## src/rtl/uart_tx.sv

```systemverilog
// UART serializer: accepts a word over valid/ready and shifts out
// start, LSB-first data, optional parity and stop bits on tx_sig.
module uart_tx #(
    parameter int unsigned DATA_WIDTH = 8,
    parameter int unsigned BAUD_RATE  = 115200,
    parameter int unsigned CLK_FREQ   = 100_000_000,
    parameter int unsigned PARITY     = 0,
    parameter int unsigned STOP_BITS  = 1
) (
    input  logic                  clk,
    input  logic                  rst,
    input  logic [DATA_WIDTH-1:0] tx_data,
    input  logic                  tx_valid,
    output logic                  tx_ready,
    output logic                  tx_sig,
    output logic                  tx_busy
);

    localparam int unsigned PULSE_WIDTH = CLK_FREQ / BAUD_RATE;
    localparam int unsigned CW          = $clog2(STOP_BITS * PULSE_WIDTH) + 1;
    localparam int unsigned BW          = $clog2(DATA_WIDTH) + 1;

    if (PULSE_WIDTH < 2) begin : g_bad_pulse
        $error("uart_tx: CLK_FREQ / BAUD_RATE must be at least 2");
    end
    if (PARITY > 2) begin : g_bad_parity
        $error("uart_tx: PARITY must be 0, 1 or 2");
    end
    if (STOP_BITS != 1 && STOP_BITS != 2) begin : g_bad_stop
        $error("uart_tx: STOP_BITS must be 1 or 2");
    end
    if (DATA_WIDTH < 5 || DATA_WIDTH > 9) begin : g_bad_width
        $error("uart_tx: DATA_WIDTH must be 5..9");
    end

    typedef enum logic [2:0] {
        S_IDLE   = 3'd0,
        S_START  = 3'd1,
        S_DATA   = 3'd2,
        S_PARITY = 3'd3,
        S_STOP   = 3'd4
    } state_t;

    state_t                state;
    state_t                state_nxt;
    logic [DATA_WIDTH-1:0] shreg;
    logic [BW-1:0]         bit_cnt;
    logic [CW-1:0]         cnt;
    logic                  par_bit;
    logic                  cnt_zero;
    logic                  last_bit;

    assign cnt_zero = (cnt == '0);
    assign last_bit = (bit_cnt == BW'(DATA_WIDTH - 1));

    // State register
    always_ff @(posedge clk or posedge rst) begin
        if (rst) begin
            state <= S_IDLE;
        end else begin
            state <= state_nxt;
        end
    end

    // Next-state logic
    always_comb begin
        state_nxt = state;
        case (state)
            S_IDLE:   if (tx_valid) state_nxt = S_START;
            S_START:  if (cnt_zero) state_nxt = S_DATA;
            S_DATA:   if (cnt_zero && last_bit) state_nxt = (PARITY != 0) ? S_PARITY : S_STOP;
            S_PARITY: if (cnt_zero) state_nxt = S_STOP;
            S_STOP:   if (cnt_zero) state_nxt = S_IDLE;
            default:  state_nxt = S_IDLE;
        endcase
    end

    // Datapath: word capture, bit shifting and per-bit cycle countdown
    always_ff @(posedge clk or posedge rst) begin
        if (rst) begin
            shreg   <= '0;
            bit_cnt <= '0;
            cnt     <= '0;
            par_bit <= 1'b0;
        end else begin
            case (state)
                S_IDLE: begin
                    if (tx_valid) begin
                        shreg   <= tx_data;
                        par_bit <= (PARITY == 1) ? ~^tx_data : ^tx_data;
                        cnt     <= CW'(PULSE_WIDTH - 1);
                        bit_cnt <= '0;
                    end
                end
                S_START: begin
                    if (cnt_zero) begin
                        cnt     <= CW'(PULSE_WIDTH - 1);
                        bit_cnt <= '0;
                    end else begin
                        cnt <= cnt - CW'(1);
                    end
                end
                S_DATA: begin
                    if (cnt_zero) begin
                        shreg   <= shreg >> 1;
                        bit_cnt <= bit_cnt + BW'(1);
                        // Last data bit without parity goes straight into the stop phase
                        cnt     <= (last_bit && PARITY == 0) ? CW'(STOP_BITS * PULSE_WIDTH - 1)
                                                             : CW'(PULSE_WIDTH - 1);
                    end else begin
                        cnt <= cnt - CW'(1);
                    end
                end
                S_PARITY: begin
                    if (cnt_zero) begin
                        cnt <= CW'(STOP_BITS * PULSE_WIDTH - 1);
                    end else begin
                        cnt <= cnt - CW'(1);
                    end
                end
                S_STOP: begin
                    if (!cnt_zero) begin
                        cnt <= cnt - CW'(1);
                    end
                end
                default: begin
                    cnt     <= '0;
                    bit_cnt <= '0;
                end
            endcase
        end
    end

    // Outputs decoded from registered state only
    always_comb begin
        tx_sig   = 1'b1;
        tx_ready = 1'b0;
        tx_busy  = 1'b1;
        case (state)
            S_IDLE: begin
                tx_ready = 1'b1;
                tx_busy  = 1'b0;
            end
            S_START:  tx_sig = 1'b0;
            S_DATA:   tx_sig = shreg[0];
            S_PARITY: tx_sig = par_bit;
            S_STOP:   tx_sig = 1'b1;
            default:  tx_sig = 1'b1;
        endcase
    end

endmodule
```

## config.mk

```make
export PLATFORM = sky130hd
export DESIGN_NAME = uart_tx
export DESIGN_NICKNAME = d
export VERILOG_FILES = /design/src/rtl/uart_tx.sv
export SDC_FILE = /design/constraint.sdc
export NUM_CORES = 1
export LEC_CHECK = 0
export ABC_AREA = 1
export CORE_MARGIN = 4
export CORE_UTILIZATION = 58
export DETAILED_ROUTE_END_ITERATION = 10
export HOLD_SLACK_MARGIN = 0.02
export PLACE_DENSITY_LB_ADDON = 0.2
export SETUP_SLACK_MARGIN = 0.05
export SYNTH_ARGS = -nofsm -noshare
export SYNTH_HDL_FRONTEND = slang
export SYNTH_SLANG_ARGS = --single-unit
```

## constraint.sdc

```tcl
create_clock -name clk -period 2 [get_ports clk]
set_clock_uncertainty 0.1 [all_clocks]
set_input_delay 0.2 -clock clk [delete_from_list [all_inputs] [get_ports clk]]
set_output_delay 0.2 -clock clk [all_outputs]
set_load 0.05 [all_outputs]
```

==> run summary, run 1 <==
The wire-length estimate of the detail-placed layout is 2611 um. The post-CTS clock slew at the launch and capture registers of the worst setup and hold paths works out to 160 ps. For the final hold violation count, the log shows 0.

The category of the critical setup timing path is reg -> out. In this run the cell area measured after placement is 1981 sq um. During I/O placement, the number of pins put on the boundary was 14. After detailed routing, the number of vias per cell comes to 5.165. The number of cells on the worst reg-to-reg path is 11. In the final timing run, aggregate negative setup slack is 0 ps. The tools report the static power due to leakage as 1.035 nW. The number of optimization iterations in the first detailed-route pass was 4.

Overall power consumption after layout is estimated at 2.859 mW. Data on the critical path arrives at its endpoint at 1540 ps. The standard cell with the maximum stage delay on the critical path is sky130_fd_sc_hd__dfrtp_2. When the netlist entered floorplanning its net count stood at 249. The required arrival time at the worst endpoint was 1700 ps.

The synthesized netlist occupies a cell area of 1805 sq um. In this run the critical register-to-register path is captured at state[0]. The logs give 0 for the final max-slew violation count and 96.58 ps for the minimum hold slack. The number of DRC violations after detailed-routing iteration 0 is 81, and the diode insertion count for antenna repair is 0. The top cell family by delay on the critical path is buffers and inverters. TritonCTS built the clock tree. Sequential cells were found to cover 37.42% of the synthesized design area.

Headroom to the max-slew limit came out at 75.82%. Of all nets on the critical path, the largest fanout is 4. At the pin with the least slew margin, the transition time is 360.2 ps. The type of element launching the critical path is a register. Summing all non-filler instances in the final layout gives an area of 2046 sq um. The final design utilization came out at 71.71%. The worst path uses 92.23% of the clock period. The detail route stage leaves a number of antenna-violating nets equal to 0. The path category of the worst min-delay check was in -> async. Routability-driven placement finished with a final weighted congestion of 0.8417. The number of cell rows came out at 19. Buffers inserted during clock tree synthesis total 3. Across the run, the number of max-cap violations was 0. The tools report the deepest level of the CTS H-tree as 1.

The flow ran to the end, and the final reports show no timing, DRC or antenna violations. During synthesis, Yosys emitted a total of 0 warnings. Setup violations remaining at the end of the flow were counted as 0. The detailed-route DRC error count is 0.

STA classifies the critical path endpoint as an output port. Setup repair after global routing left no endpoint under its margin. The logs give 268 for the final net count and 63.29% for the effective utilization at floorplan. The startpoint identified for the worst register-to-register timing path is cnt[0]. X dimension of the die: 63.80 um. The routed design could run at a clock period as short as 1845 ps. The number of buffers and inverters on the critical path is 4.

Synthesis handed over a netlist of 235 instances. The die covers 4070 sq um. In the final routed layout, each cell accounts on average for 12.23 um.

The initial antenna violation count came out at 0. For the worst ir drop on vdd, the log shows 621.4 uV. For the quantity of hold-fixing buffers added after cts, the log shows 0.

The maximum clock frequency is 0.5421 GHz. The delay of the slowest cell on the worst path is 470 ps. Entering global routing, the biggest net connects 28 pins. Across all register-to-register paths, the minimum setup slack is 250 ps. Detailed routing inserted a total of 1467 vias. The post-synthesis area per instance works out to 7.683 sq um.

CTS placed an instance of sky130_fd_sc_hd__clkbuf_4 at the clock tree root. For this design the ratio of total power to cell area is 1398 nW/um^2. For the worst-skew pair, the clock arrives at the later sink with an insertion delay of 330 ps. After detailed routing, the total wire length is 3472 um. The signal on the critical path passes through buf_4 -> inv_2 -> nand3_1 -> inv_1 -> o221ai_4 -> buf_12.

Synthesis instantiated 29 different standard cells from the library. For the global-route usage over all layers, the log shows 18.28%. The floorplan step defined a core boundary enclosing 2853 sq um.

The total overflow left after global routing is 0. The global-route wire length before repair is 6099 um. The count of state elements after synthesis is 27.

The share of layout cells above drive strength 1 was 19.37%; the overall die height was 63.80 um. The growth of design area from synthesis to finish is 13.31%. Counting along the longest clock path gives a buffer depth of 2.

During placement, the flow inserted port buffers numbering 13. Clock sink count: 27. The run gives 1353 as the number of global-route vias before repair.
flip-flops by register name, indices dropped and copies added, names as in the netlist:
signal and flops:
bit_cnt 4, state 3, shreg 8, cnt 11
par_bit 1
cell usage in the layout, fill, tap and decap left out, drive strengths merged:
master / Yosys / routed
nor3: 1 / 1
a21oi: 1 / 1
o221ai: 1 / 1
buf: 2 / 6
nand3b: 2 / 2
ha: 3 / 3
clkdlybuf4s50: 0 / 10
dfrtp: 27 / 27
nor2: 22 / 22
o21ai: 25 / 25
nand2: 85 / 85
inv: 29 / 29
clkbuf: 0 / 3
o21bai: 1 / 1
nand4: 1 / 1
xor2: 8 / 8
clkinv: 0 / 1
nand3: 18 / 18
xnor2: 7 / 7
or2: 2 / 2
repair_timing:
action	4_1_cts	5_1_grt
gates resized for setup	1	4
setup endpoints to repair	1	5
pin swaps	0	1
setup buffers	1	1
cells by family (layout without fill, tap and decap cells):
logic type	Yosys count	count (layout)	share of synthesized area (%)
xor gates and xnor gates	15	15	7.277
buffers and inverters	31	49	7.831
and+or+nand+nor	131	131	35.62
DFF	27	27	37.42
adders and majority gates	3	3	2.079
AOI/OAI and AO/OA	28	28	9.771
worst min-delay path, stage by stage:
cell and delay (ps):
sky130_fd_sc_hd__clkdlybuf4s50_1 390, sky130_fd_sc_hd__inv_1 50, sky130_fd_sc_hd__buf_4 320
where the power goes:
part           switching [mW]  internal, mW  total, mW
logic                    1.09         0.624       1.72
clock network           0.164        0.0749      0.239
registers               0.154         0.748      0.902
worst max path at each step:
stage | from | end | slack [ps] | cells past startpoint
3_5_place_dp | cnt[0] | cnt[8] | 190 | 10
2_1_floorplan | state[0] | shreg[2] | 260 | 10
5_1_grt | cnt[0] | state[1] | 70 | 9
3_3_place_gp | cnt[0] | cnt[8] | 220 | 10
6_report | state[2] | tx_sig | 160 | 6
4_1_cts | state[1] | tx_sig | 70 | 5
cell type report:
type                       instances  area (sq um)
clock buffer                       3         22.52
sequential                        27         678.2
fill                             226         807.0
inverter                          29         116.4
clock inverter                     1         5.005
tap                               31         38.79
timing repair buffer              16         170.2
multi-input combinational        177          1015
synthesized netlist by cell type, drive strengths merged:
| master | instances | share of area [%] |
|---|---|---|
| inv | 29 | 6.4 |
| nand4 | 1 | 0.35 |
| xnor2 | 7 | 3.4 |
| nand3b | 2 | 0.83 |
| nand3 | 18 | 5.8 |
| o221ai | 1 | 0.49 |
| o21ai | 25 | 8.6 |
| a21oi | 1 | 0.28 |
| nand2 | 85 | 20 |
| or2 | 2 | 0.69 |
| o21bai | 1 | 0.42 |
| dfrtp | 27 | 37 |
| buf | 2 | 1.4 |
| nor2 | 22 | 7.8 |
| ha | 3 | 2.1 |
| xor2 | 8 | 3.9 |
| nor3 | 1 | 0.28 |
stage by stage:
step           setup slack (ps)  cells
2_1_floorplan             260.5    235
3_3_place_gp              216.7    278
3_5_place_dp              186.0    278
4_1_cts                   69.01    283
5_1_grt                   66.39    284
6_report                  155.4    284
per-layer routing:
metal	global-route usage (%)	vias up	wire (um)
met4	4.043	0	30
met3	2.627	4	171
met2	27.61	35	1530
met1	27.67	656	1739
li1	-	772	-
met5	0	-	0
Power figures use the tool's default switching activity.
==> inputs of run 2 (changes only) <==
--- a/config.mk
+++ b/config.mk
@@ -10,4 +10,5 @@
 export CORE_UTILIZATION = 58
 export DETAILED_ROUTE_END_ITERATION = 10
+export GPL_ROUTABILITY_DRIVEN = 0
 export HOLD_SLACK_MARGIN = 0.02
 export PLACE_DENSITY_LB_ADDON = 0.2
==> constraint.sdc (replaced) <==
create_clock -name clk -period 2 [get_ports clk]
set_clock_uncertainty 0.1 [all_clocks]
set_input_delay 0.4 -clock clk [delete_from_list [all_inputs] [get_ports clk]]
set_output_delay 0.4 -clock clk [all_outputs]
set_load 0.05 [all_outputs]
==> run summary, run 2 (synthesized netlist as in run 1, its figures left out) <==
The run gives 330 ps (about the same) as the worst-skew pair later-pin latency. The tools report the final design utilization as 73.20% (+1.5 points). The number of optimization iterations in the first detailed-route pass is 4 (unchanged), and the final cycle utilization of the critical path is 97.49% (+5.3 points).

The largest registers in the layout are cnt: 11 flops, shreg: 8 flops, bit_cnt: 4 flops. The overall die height was 63.80 um (unchanged); the deepest level of the CTS H-tree was 1 (unchanged). The static power due to leakage was 1.067 nW (+3.1%); the power per cell area was 1420 nW/um^2 (+1.6%). The library cell used most frequently in the layout, excluding fill and tap cells, is sky130_fd_sc_hd__nand2_1. STA classifies the critical path startpoint as a register. The signal on the critical path passes through inv_2 -> nor2_4 -> nand2_4 -> o221ai_4 -> buf_12. The global-route usage over all layers was 19.16% (+0.88 points). The top cell family by delay on the critical path is flip-flops. The run gives 0 (unchanged) as the sum of overflow across all layers after global routing. The maximum clock frequency is 0.5129 GHz (-5.4%), and the post-CTS clock slew at the launch and capture registers of the worst setup and hold paths is 140 ps (-20 ps). Final wirelength: 3619 um (+4.2%). The path depth of the worst reg2reg path is 11 (unchanged), and the average wire length per cell after detail routing is 12.48 um (+2.1%).

The clock root buffer master was sky130_fd_sc_hd__clkbuf_4. The slack of the worst reg-to-reg path was 210 ps (-40 ps); the final hold violation count was 0 (unchanged). The number of DRC violations after detailed-routing iteration 0 is 83 (+2.5%), and the detailed-route via count is 1529 (+4.2%).

The tools report the worst ir drop on vdd as 757.7 uV (+22%). The area of the core was 2853 sq um (unchanged). The transition time at the pin with the least slew margin was 345.5 ps (-14.73 ps); the share of layout cells above drive strength 1 was 20.85% (+1.5 points).

Standard cell area after detailed placement: 1996 sq um (+0.76%). The diode insertion count for antenna repair is 0 (unchanged), and the area of all placed cells without fillers is 2088 sq um (+2.1%). The number of global-route vias before repair was 1380 (+2.0%). Setup repair after global routing could not meet its margin everywhere. The tools report the required arrival time at the worst endpoint as 1500 ps (-200 ps). The largest fanout of any net on the critical path is 4 (unchanged), and the via-per-instance ratio is 5.272 (+2.1%). The residual antenna-violating net count after detailed routing came out at 0 (unchanged).

The critical path is of the reg -> out type. The growth of design area from synthesis to finish is 15.66%, and the max-cap violation count is 0 (unchanged). X dimension of the die: 63.80 um (unchanged). The run gives 6210 um (+1.8%) as the global-route wire length before repair. The critical path buffer and inverter count is 2 (-2), and the quantity of hold-fixing buffers added after cts is 0 (unchanged). The final net count is 274 (+2.2%).

Element type at the critical path end: an output port. The run gives 4070 sq um (unchanged) as the area enclosed by the die boundary. The worst register-to-register path ends at cnt[2]. The run finished with clean final reports.

The number of flip-flops under the largest register name is 11 (unchanged), and the number of cell rows is 19 (unchanged). The data arrival time of the critical path is 1450 ps (-90 ps), and the total power consumption of the routed design is 2.965 mW (+3.7%). The tools report the filler cell count in the final layout as 238 (+5.3%). The tightest min-delay check is of the in -> async type.

The effective utilization at floorplan was 63.29% (unchanged); the count of boundary I/O pins was 14 (unchanged). The delay of the slowest cell on the worst path is 460 ps (about the same). The run gives 2712 um (+3.9%) as the detailed placement HPWL.

The final max-slew violation count was 0 (unchanged). The least setup slack across all paths after layout was 50.27 ps (-105.1 ps). The worst slack at placement was 187.4 ps (+1.450 ps). Among all stages on the critical path, the largest delay is contributed by sky130_fd_sc_hd__dfrtp_1.

The number of clock buffers inserted by TritonCTS was 3 (unchanged). For the total of endpoints with negative setup slack in the final report, the log shows 0 (unchanged). The startpoint identified for the worst register-to-register timing path is cnt[0]. The minimum clock period was 1950 ps (+105.1 ps).

The initial antenna violation count was 0 (unchanged). TritonCTS built the clock tree. The worst slew margin relative to its limit is 76.97% (+1.1 points), and the number of buffers added on ports is 13 (unchanged). The register containing the most flip-flops in the final layout is cnt. The run gives 28 (unchanged) as the largest net degree at the start of global routing. The clock sink count is 27 (unchanged), and the detailed-route DRC error count is 0 (unchanged). The library cells used most frequently in the layout, excluding fill and tap cells, are 79 x sky130_fd_sc_hd__nand2_1, 25 x sky130_fd_sc_hd__dfrtp_1, 22 x sky130_fd_sc_hd__inv_1.

The minimum hold slack is 303.6 ps (+207.0 ps), and the worst-case clock buffer depth is 2 (unchanged).
run 2: changes by cell type in the layout (fill, tap and decap cells not counted), sizes merged:
cell,before,now
buf,6,12
clkinv,1,0
clkbuf,3,4
run 2: layout make-up:
class	count	area [sq um]	area share, %
flip-flops and latches	27	678.2	32.47
multi-input cells	177	1006	48.17
repair buffers	22	222.7	10.67
inverters	29	116.4	5.572
clock buffers	4	26.28	1.258
well taps	31	38.79	1.857
run 2: worst max-delay path by stage:
stage	from	endpoint	depth (start not counted)	slack, ps
2_1_floorplan	state[2]	tx_sig	4	70
3_3_place_gp	tx_valid	state[0]	10	210
3_5_place_dp	tx_valid	bit_cnt[0]	8	190
4_1_cts	state[1]	tx_sig	5	20
5_1_grt	state[1]	tx_sig	5	-30
6_report	state[1]	tx_sig	5	50
run 2: repair_timing:
action,CTS,global route
hold endpoints to repair,0,0
setup buffers,2,4
setup endpoints to repair,2,6
gates resized for setup,3,2
gates cloned,0,0
pin swaps,1,4
run 2: per-stage QoR:
stage	setup TNS [ps]	cells
final	0	290
after global routing	-29.33	290
after CTS	0	286
after detailed placement	0	280
after global placement	0	280
after floorplan	0	235
run 2: routing by layer:
layer  vias to the layer above  wire length (um)  GRT usage (%)
met1                       715              1831          28.40
met5                         -                 0              0
met3                         7               110          2.627
met4                         0                69          7.008
met2                        22              1608          28.52
li1                        785                 -              -
run 2: report_power, final:
group / leakage [nW] / internal [mW] / switching, mW / total, mW
combinational: 0.715 / 0.706 / 1.11 / 1.81
clock: 0.0150 / 0.0784 / 0.166 / 0.244
sequential: 0.337 / 0.748 / 0.159 / 0.908
run 2: worst reg2reg max path, delay by kind of cell, from the launching register on:
family	cells	cell delay [ps]
adders and majority gates	1	200
buffers and inverters	2	200
DFF	1	400
and+or+nand+nor	8	810
